`config.mk`:
```
export PLATFORM = sky130hd
export DESIGN_NAME = banco_registradores
export DESIGN_NICKNAME = d
export VERILOG_FILES = /design/src/rtl/banco_registradores.sv
export SDC_FILE = /design/constraint.sdc
export NUM_CORES = 1
export LEC_CHECK = 0
export CAP_MARGIN = 20
export CORE_MARGIN = 2
export CORE_UTILIZATION = 48
export CTS_BUF_LIST = sky130_fd_sc_hd__clkbuf_16
export DETAILED_ROUTE_END_ITERATION = 6
export PLACE_DENSITY_LB_ADDON = 0.3
export REMOVE_ABC_BUFFERS = 1
export SETUP_SLACK_MARGIN = 0.4
export SLEW_MARGIN = 25
export SYNTH_ARGS = -nofsm -noshare
export SYNTH_HDL_FRONTEND = slang
export SYNTH_SLANG_ARGS = --single-unit
export TNS_END_PERCENT = 20
```
`constraint.sdc`:
```
create_clock -name clock -period 1.8 [get_ports clock]
set_input_delay 0.45 -clock clock [delete_from_list [all_inputs] [get_ports clock]]
set_output_delay 0.45 -clock clock [all_outputs]
set_load 0.01 [all_outputs]
```
`src/rtl/banco_registradores.sv`:
```
// Eight-entry register bank feeding the 8:1 read mux.
// One handshaked write port plus a one-per-cycle clear sequencer.
module banco_registradores #(
    parameter int LARGURA = 16
) (
    input  logic               clock,
    input  logic               reset_n,
    input  logic               escrita_valida,
    output logic               escrita_pronta,
    input  logic [2:0]         endereco,
    input  logic [LARGURA-1:0] dado,
    input  logic               limpar,
    output logic               ocupado,
    output logic [LARGURA-1:0] saida0,
    output logic [LARGURA-1:0] saida1,
    output logic [LARGURA-1:0] saida2,
    output logic [LARGURA-1:0] saida3,
    output logic [LARGURA-1:0] saida4,
    output logic [LARGURA-1:0] saida5,
    output logic [LARGURA-1:0] saida6,
    output logic [LARGURA-1:0] saida7
);

    typedef enum logic {
        OCIOSO,
        LIMPANDO
    } estado_t;

    estado_t            estado;
    estado_t            prox_estado;
    logic [2:0]         idx;
    logic [2:0]         prox_idx;
    logic [LARGURA-1:0] regs [8];
    logic               aceita;

    assign escrita_pronta = (estado == OCIOSO) && !limpar;
    assign ocupado        = (estado == LIMPANDO);
    assign aceita         = escrita_valida && escrita_pronta;

    // State and clear-index register
    always_ff @(posedge clock or negedge reset_n) begin
        if (!reset_n) begin
            estado <= OCIOSO;
            idx    <= 3'd0;
        end else begin
            estado <= prox_estado;
            idx    <= prox_idx;
        end
    end

    // Next state: idle waits for limpar, clearing walks idx 0..7 then returns
    always_comb begin
        prox_estado = estado;
        prox_idx    = idx;
        unique case (estado)
            OCIOSO: begin
                if (limpar) begin
                    prox_estado = LIMPANDO;
                    prox_idx    = 3'd0;
                end
            end
            LIMPANDO: begin
                prox_idx = idx + 3'd1;
                if (idx == 3'd7) begin
                    prox_estado = OCIOSO;
                end
            end
            default: begin
                prox_estado = OCIOSO;
                prox_idx    = 3'd0;
            end
        endcase
    end

    // Storage: clear has priority; writes only land while idle and ready
    always_ff @(posedge clock or negedge reset_n) begin
        if (!reset_n) begin
            for (int i = 0; i < 8; i++) begin
                regs[i] <= '0;
            end
        end else if (estado == LIMPANDO) begin
            regs[idx] <= '0;
        end else if (aceita) begin
            regs[endereco] <= dado;
        end
    end

    assign saida0 = regs[0];
    assign saida1 = regs[1];
    assign saida2 = regs[2];
    assign saida3 = regs[3];
    assign saida4 = regs[4];
    assign saida5 = regs[5];
    assign saida6 = regs[6];
    assign saida7 = regs[7];

endmodule

```
==> metrics.yaml, run 1 <==
run_status:
  status: "finished, final reports clean"
synth:
  postSynthCellCount: 458
  avgSynthCellArea_um2: 12.2
  yosysWarnings: 0
  netlist_area_mm2: 0.00559
  ys_seq_area_share_pct: 59.1
  synth.lib_cells_used.distinct: 25
  number_of_synthesized_register_bits: 132
clocking:
  max-clock-path-buffers: 2
  cts_max_level: 4
  cts_root_buffer: "clkbuf_16"
  clock_sinks: 132
  clk_pin_slew_ns: 0.06
  worstSkewPairLatency_ns: 0.41
  number_of_buffers_created_by_cts: 17
  cts_tree: "done"
power_and_ir_drop:
  comb_power_share_pct: 30.8
  switching_share_pct: 32.8
  pwr-share-clk_pct: 31.2
  irDropWorstVdd_uv: 731
  internal_power_mw: 7.72
  design_power_mw: 11.5
  netSwitchingPower_mw: 3.76
  p_seq_share_pct: 38.0
  p_leak_nw: 4.90
  cellPowerDensity_mw_per_mm2: 1440
critical_path:
  critPathCaptureType: "primary output"
  slowest_delay_ns: 0.41
  cpMaxStageDelayCell: "dfrtp_1"
  crit-reg2reg-launch: "ocupado$_DFF_PN0_"
  crit_fanout: 2
  regToRegSetupSlack_ns: 0.27
  path_class: "flop to primary output"
  crit_chain: "nor2_2 > buf_6"
  reg2reg_depth: 5
  worst_setup_path_endpoint: "escrita_pronta"
  worstSetupStartpointType: "flop"
  crit_required_ns: 1.35
  regToRegEndpoint: "saida0[13]$_DFFE_PN0P_"
  arrival_ns: 1.10
  setup.worst_path.start: "ocupado$_DFF_PN0_"
die:
  die_width_um: 112
  floorplan.initialDensity_pct: 49.0
  die_height_um: 112
  core-area_mm2: 0.0114
  placement_rows: 39
  die-area_mm2: 0.0125
  io-pin-count: 153
timing:
  final_worst_path_period_need_ns: 1.55
  timing.hold.ws_ns: 0.519
  finClkSkew_ns: 0.00636
  drv_slew: 0
  report.final.hold_viol_count: 0
  max_clock_freq_mhz: 644
  slew_headroom_pct: 67.5
  total_negative_setup_slacks_ns: 0
  rsz_0062_raised_after_global_routing: "true"
  worst_slew_pin_slew_ns: 0.486
  timing.final.setup_violations: 0
  post-route-period-util_pct: 86.3
global_routing:
  grt_use_total_pct: 26.3
  grt_overflow_total: 0
  first_global_vias: 4579
  grt_start_max_net_pins: 44
  global_route_wire_length_before_repair_um: 25100
  antenna_found_initial: 0
job:
  drv.max_cap_violation_count: 0
cells_and_area:
  finish.instance_area_mm2: 0.00798
  utilization_pct: 69.9
  num-nets-final: 685
  synthToLayoutAreaGrowth_pct: 42.8
  share_of_cells_above_drive_strength_1_pct: 27.9
  antenna_cells: 0
routing:
  vias: 4309
  detailedRoute.firstPassIterationCount: 4
  post_drt_via_cell_ratio: 5.28
  wl_per_cell_um: 19.8
  dr.first_iter.drc_count: 191
  detail_route.wirelength_um: 16200
  drcViolationCount: 0
  route.antenna.remaining_nets: 0
placed_design:
  place.detailed.hpwl_um: 10200
  port_buffers: 152
  placed_area_mm2: 0.00746
  globalplace.congestion: 0.846
min_path:
  worst_hold_path_type: "primary input to async pin"
[Yosys cell counts, drive strengths merged]
cell       n  area share (%)
ha         2            0.45
clkbuf    10            0.67
nand2    134             9.3
inv       16             1.1
nor4b      1            0.43
buf       15             2.6
nand4bb    3            0.60
nand4b     3            0.47
nor2       2            0.27
mux2i    128              23
and4       1            0.16
or4b       1            0.25
mux2       1            0.20
and4bb     2            0.45
a21oi      1           0.089
nand4      2            0.49
a22o       2            0.31
dfrtp    132              59
nor2b      1            0.11
and2b      1            0.18
[critical path, delay by kind of cell (launching register included)]
family        cells  cell delay, ns
flops             1            0.41
simple gates      1            0.15
buf+inv           1            0.14
[area by class of cell]
type	count	area (um^2)
Sequential cell	132	3300
Clock buffer	17	425
Inverter	16	60.1
Multi-Input combinational cell	286	2110
Fill cell	845	3430
Tap cell	143	179
Clock inverter	15	189
Timing Repair Buffer	207	1720
[state kept, by name, summed over array words and instances, names as in the netlist]
name	cells
saida6	16
ocupado	1
saida5	16
saida2	16
saida4	16
saida1	16
saida3	16
saida7	16
saida0	16
idx	3
[cells by family after synthesis]
group | after synthesis | synth area share, %
muxes | 129 | 23.1
adders and majority gates | 2 | 0.447
DFF | 132 | 59.1
AOI/OAI and AO/OA | 3 | 0.403
buffers and inverters | 41 | 4.32
and+or+nand+nor | 151 | 12.7
[layer usage]
layer  global-route usage (%)  up-vias  routed length [um]
li1                         -     1937                   -
met1                     34.0     2204                6830
met2                     43.5      146                8070
met3                     7.62       22                 976
met5                        0        -                   0
met4                     7.64        0                 320
[through the flow]
step,instances,setup slack [ns]
finish,816,0.247
global route,816,0.212
CTS,801,0.255
detailed placement,757,-0.277
global placement,757,-0.277
floorplan,433,-0.0736
[worst min path at each step]
stage,slack (ns),to,cells after the start
after global placement,0.39,saida4[3]$_DFFE_PN0P_,1
after CTS,0.52,saida7[9]$_DFFE_PN0P_,2
after floorplan,0.15,idx[0]$_DFFE_PN0P_,0
after global routing,0.53,saida3[4]$_DFFE_PN0P_,2
after detailed placement,0.39,saida4[3]$_DFFE_PN0P_,1
final,0.52,saida4[3]$_DFFE_PN0P_,2
[placed cells by master (no fill, tap or decap), drive strengths merged, types with 2 or more instances in the layout]
cell type	n
or4b	2
inv	16
clkdlybuf4s50	18
and4bb	2
nand4bb	3
mux2i	128
dlymetal6s2s	2
buf	103
clkbuf	45
nand4	2
ha	2
dfrtp	132
nand2	134
clkinv	7
bufinv	4
a22o	2
dlygate4sd2	55
nand4b	3
nor2	2
clkinvlp	4
[power groups by stage]
stage          clock network [mW]  logic, mW  registers [mW]
2_1_floorplan                   0       1.12            4.70
3_3_place_gp                    0       3.73            4.33
3_5_place_dp                    0       3.86            4.38
4_1_cts                      3.61       3.44            4.34
5_1_grt                      3.79       3.86            4.44
6_report                     3.59       3.53            4.36
[what timing repair did]
action / in CTS / in global routing
hold buffers: 1 / 0
resized for setup: 292 / 73
buffers inserted: 10 / 12
setup endpoints to repair: 258 / 259
gates cloned: 1 / 3
pin swaps: 1 / 11
hold endpoints to repair: 37 / 0
(Power assumes the default switching activity.)
==> run 2, diff against run 1 <==
--- a/config.mk
+++ b/config.mk
@@ -6,10 +6,13 @@
 export NUM_CORES = 1
 export LEC_CHECK = 0
 export CAP_MARGIN = 20
+export CELL_PAD_IN_SITES_DETAIL_PLACEMENT = 0
+export CELL_PAD_IN_SITES_GLOBAL_PLACEMENT = 1
 export CORE_MARGIN = 2
-export CORE_UTILIZATION = 48
+export CORE_UTILIZATION = 38
 export CTS_BUF_LIST = sky130_fd_sc_hd__clkbuf_16
 export DETAILED_ROUTE_END_ITERATION = 6
+export HOLD_SLACK_MARGIN = 0.02
 export PLACE_DENSITY_LB_ADDON = 0.3
 export REMOVE_ABC_BUFFERS = 1
 export SETUP_SLACK_MARGIN = 0.4
==> run 2 against run 1 <==
Against the previous run: cell area up 0.19%; worst hold slack worse by 0.011 ns; total power down 4.9%; routed wire length up 0.78%; critical endpoint is now saida0[10]$_DFFE_PN0P_; highest routed layer unchanged.
==> metrics.yaml, run 2 (synthesis gave the netlist of run 1 again) <==
routing:
  post_drt_via_cell_ratio: 4.81
  vias: 4130
  wl_per_cell_um: 19.0
  detail_route.wirelength_um: 16300
  detailedRoute.firstPassIterationCount: 4
  route.antenna.remaining_nets: 0
  dr.first_iter.drc_count: 275
  drcViolationCount: 0
critical_path:
  cpMaxStageDelayCell: "dfrtp_1"
  critical_path.n_buffers_inverters: 4
  path_class: "flop to flop"
  crit_fanout: 8
  worstSetupStartpointType: "flop"
  crit_chain: "buf_6 > buf_4 > nor2_4 > buf_4 > nand2_4 > clkbuf_16 > mux2i_1"
  arrival_ns: 1.82
  critical-path-top-delay-family: "buffers and inverters"
  critPathCaptureType: "flop"
  crit_required_ns: 2.07
  cp_common_cell: "buf_4"
  regToRegSetupSlack_ns: 0.25
  slowest_delay_ns: 0.43
global_routing:
  first_global_vias: 4108
  grt_use_total_pct: 20.9
  global_route_wire_length_before_repair_um: 24300
  grt_overflow_total: 0
  antenna_found_initial: 0
  grt_start_max_net_pins: 41
clocking:
  clock_sinks: 132
  number_of_buffers_created_by_cts: 17
  max-clock-path-buffers: 2
  cts_max_level: 4
  worstSkewPairLatency_ns: 0.41
  cts_root_buffer: "clkbuf_16"
  cts_tree: "done"
  clk_pin_slew_ns: 0.05
job:
  drv.max_cap_violation_count: 0
run_status:
  status: "finished, final reports clean"
timing:
  rsz_0062_raised_after_global_routing: "true"
  timing.final.setup_violations: 0
  max_clock_freq_mhz: 645
  worst_slew_pin_slew_ns: 0.562
  worst_slack_ns: 0.249
  post-route-period-util_pct: 86.2
  final_worst_path_period_need_ns: 1.55
  report.final.hold_viol_count: 0
  finClkSkew_ns: 0.00545
  timing.hold.ws_ns: 0.508
  slew_headroom_pct: 62.5
  drv_slew: 0
cells_and_area:
  area_of_combinational_cells_with_multiple_inputs_mm2: 0.00209
  layout.cells.most_common: "dfrtp_1"
  fin_cells: 859
  finish.instance_area_mm2: 0.00800
  share_of_cells_above_drive_strength_1_pct: 26.8
  num-nets-final: 689
  utilization_pct: 55.2
  final_cell_mix: "dfrtp_1, mux2i_1, nand2_1, dlygate4sd2_1, buf_2"
  synthToLayoutAreaGrowth_pct: 43.0
  final-seq-area_mm2: 0.00331
  antenna_cells: 0
  num-fill-cells: 1309
die:
  io-pin-count: 153
  die_width_um: 125
  die-area_mm2: 0.0157
  placement_rows: 44
  floorplan.initialDensity_pct: 38.6
  die_height_um: 125
  core-area_mm2: 0.0145
placed_design:
  placed_area_mm2: 0.00751
  dpl.cell_count: 799
  place_worst_setup_slack_ns: -0.196
  port_buffers: 152
  place.detailed.hpwl_um: 10400
  globalplace.congestion: 0.810
power_and_ir_drop:
  cellPowerDensity_mw_per_mm2: 1360
  p_leak_nw: 4.91
  irDropWorstVdd_uv: 535
min_path:
  worst_hold_path_type: "primary input to async pin"
==> run 2: metal layers <==
layer  vias to the layer above  GRT usage [%]  wire [um]
met3                        17           5.01        797
met4                         0           7.65        248
met1                      2038           29.4       7600
met2                       131           31.8       7670
li1                       1944              -          -
met5                         -              0          0
==> run 2: cell type report <==
type	instances	area share (%)
repair buffers	211	22.2
well taps	184	2.88
flip-flops and latches	132	41.3
inverters	16	0.751
clock inverters	13	1.30
clock buffers	17	5.32
multi-input cells	286	26.2
==> run 2: path summary, 6_finish.rpt <==
path / start / endpoint / cells after the start
max: ocupado$_DFF_PN0_ / saida0[10]$_DFFE_PN0P_ / 7
min: reset_n / saida1[5]$_DFFE_PN0P_ / 2
max reg2reg: ocupado$_DFF_PN0_ / saida0[10]$_DFFE_PN0P_ / 7
min reg2reg: saida5[6]$_DFFE_PN0P_ / saida5[6]$_DFFE_PN0P_ / 2
max in group asynchronous: reset_n / saida5[6]$_DFFE_PN0P_ / 3
min in group clock: saida5[6]$_DFFE_PN0P_ / saida5[6]$_DFFE_PN0P_ / 2
==> run 2: what timing repair did <==
action	in CTS	in global routing
buffers inserted	10	14
resized for setup	296	72
pin swaps	1	4
cloned	1	4
endpoints found under the setup margin	258	258
endpoints found under the hold margin	34	0
hold buffers	1	0
==> run 2: per-stage QoR <==
| stage | setup TNS [ns] | power, mW |
|---|---|---|
| 4_1_cts | 0 | 10.8 |
| 3_5_place_dp | -15.37 | 8.17 |
| 3_3_place_gp | -12.12 | 8.06 |
| 2_1_floorplan | -1.18 | 5.81 |
| 6_report | 0 | 10.9 |
| 5_1_grt | 0 | 11.5 |
==> run 2: power breakdown <==
part / switching, mW / internal, mW / leakage [nW]
clock: 1.19 / 1.97 / 0.275
sequential: 0.536 / 3.80 / 1.80
combinational: 1.80 / 1.62 / 2.83
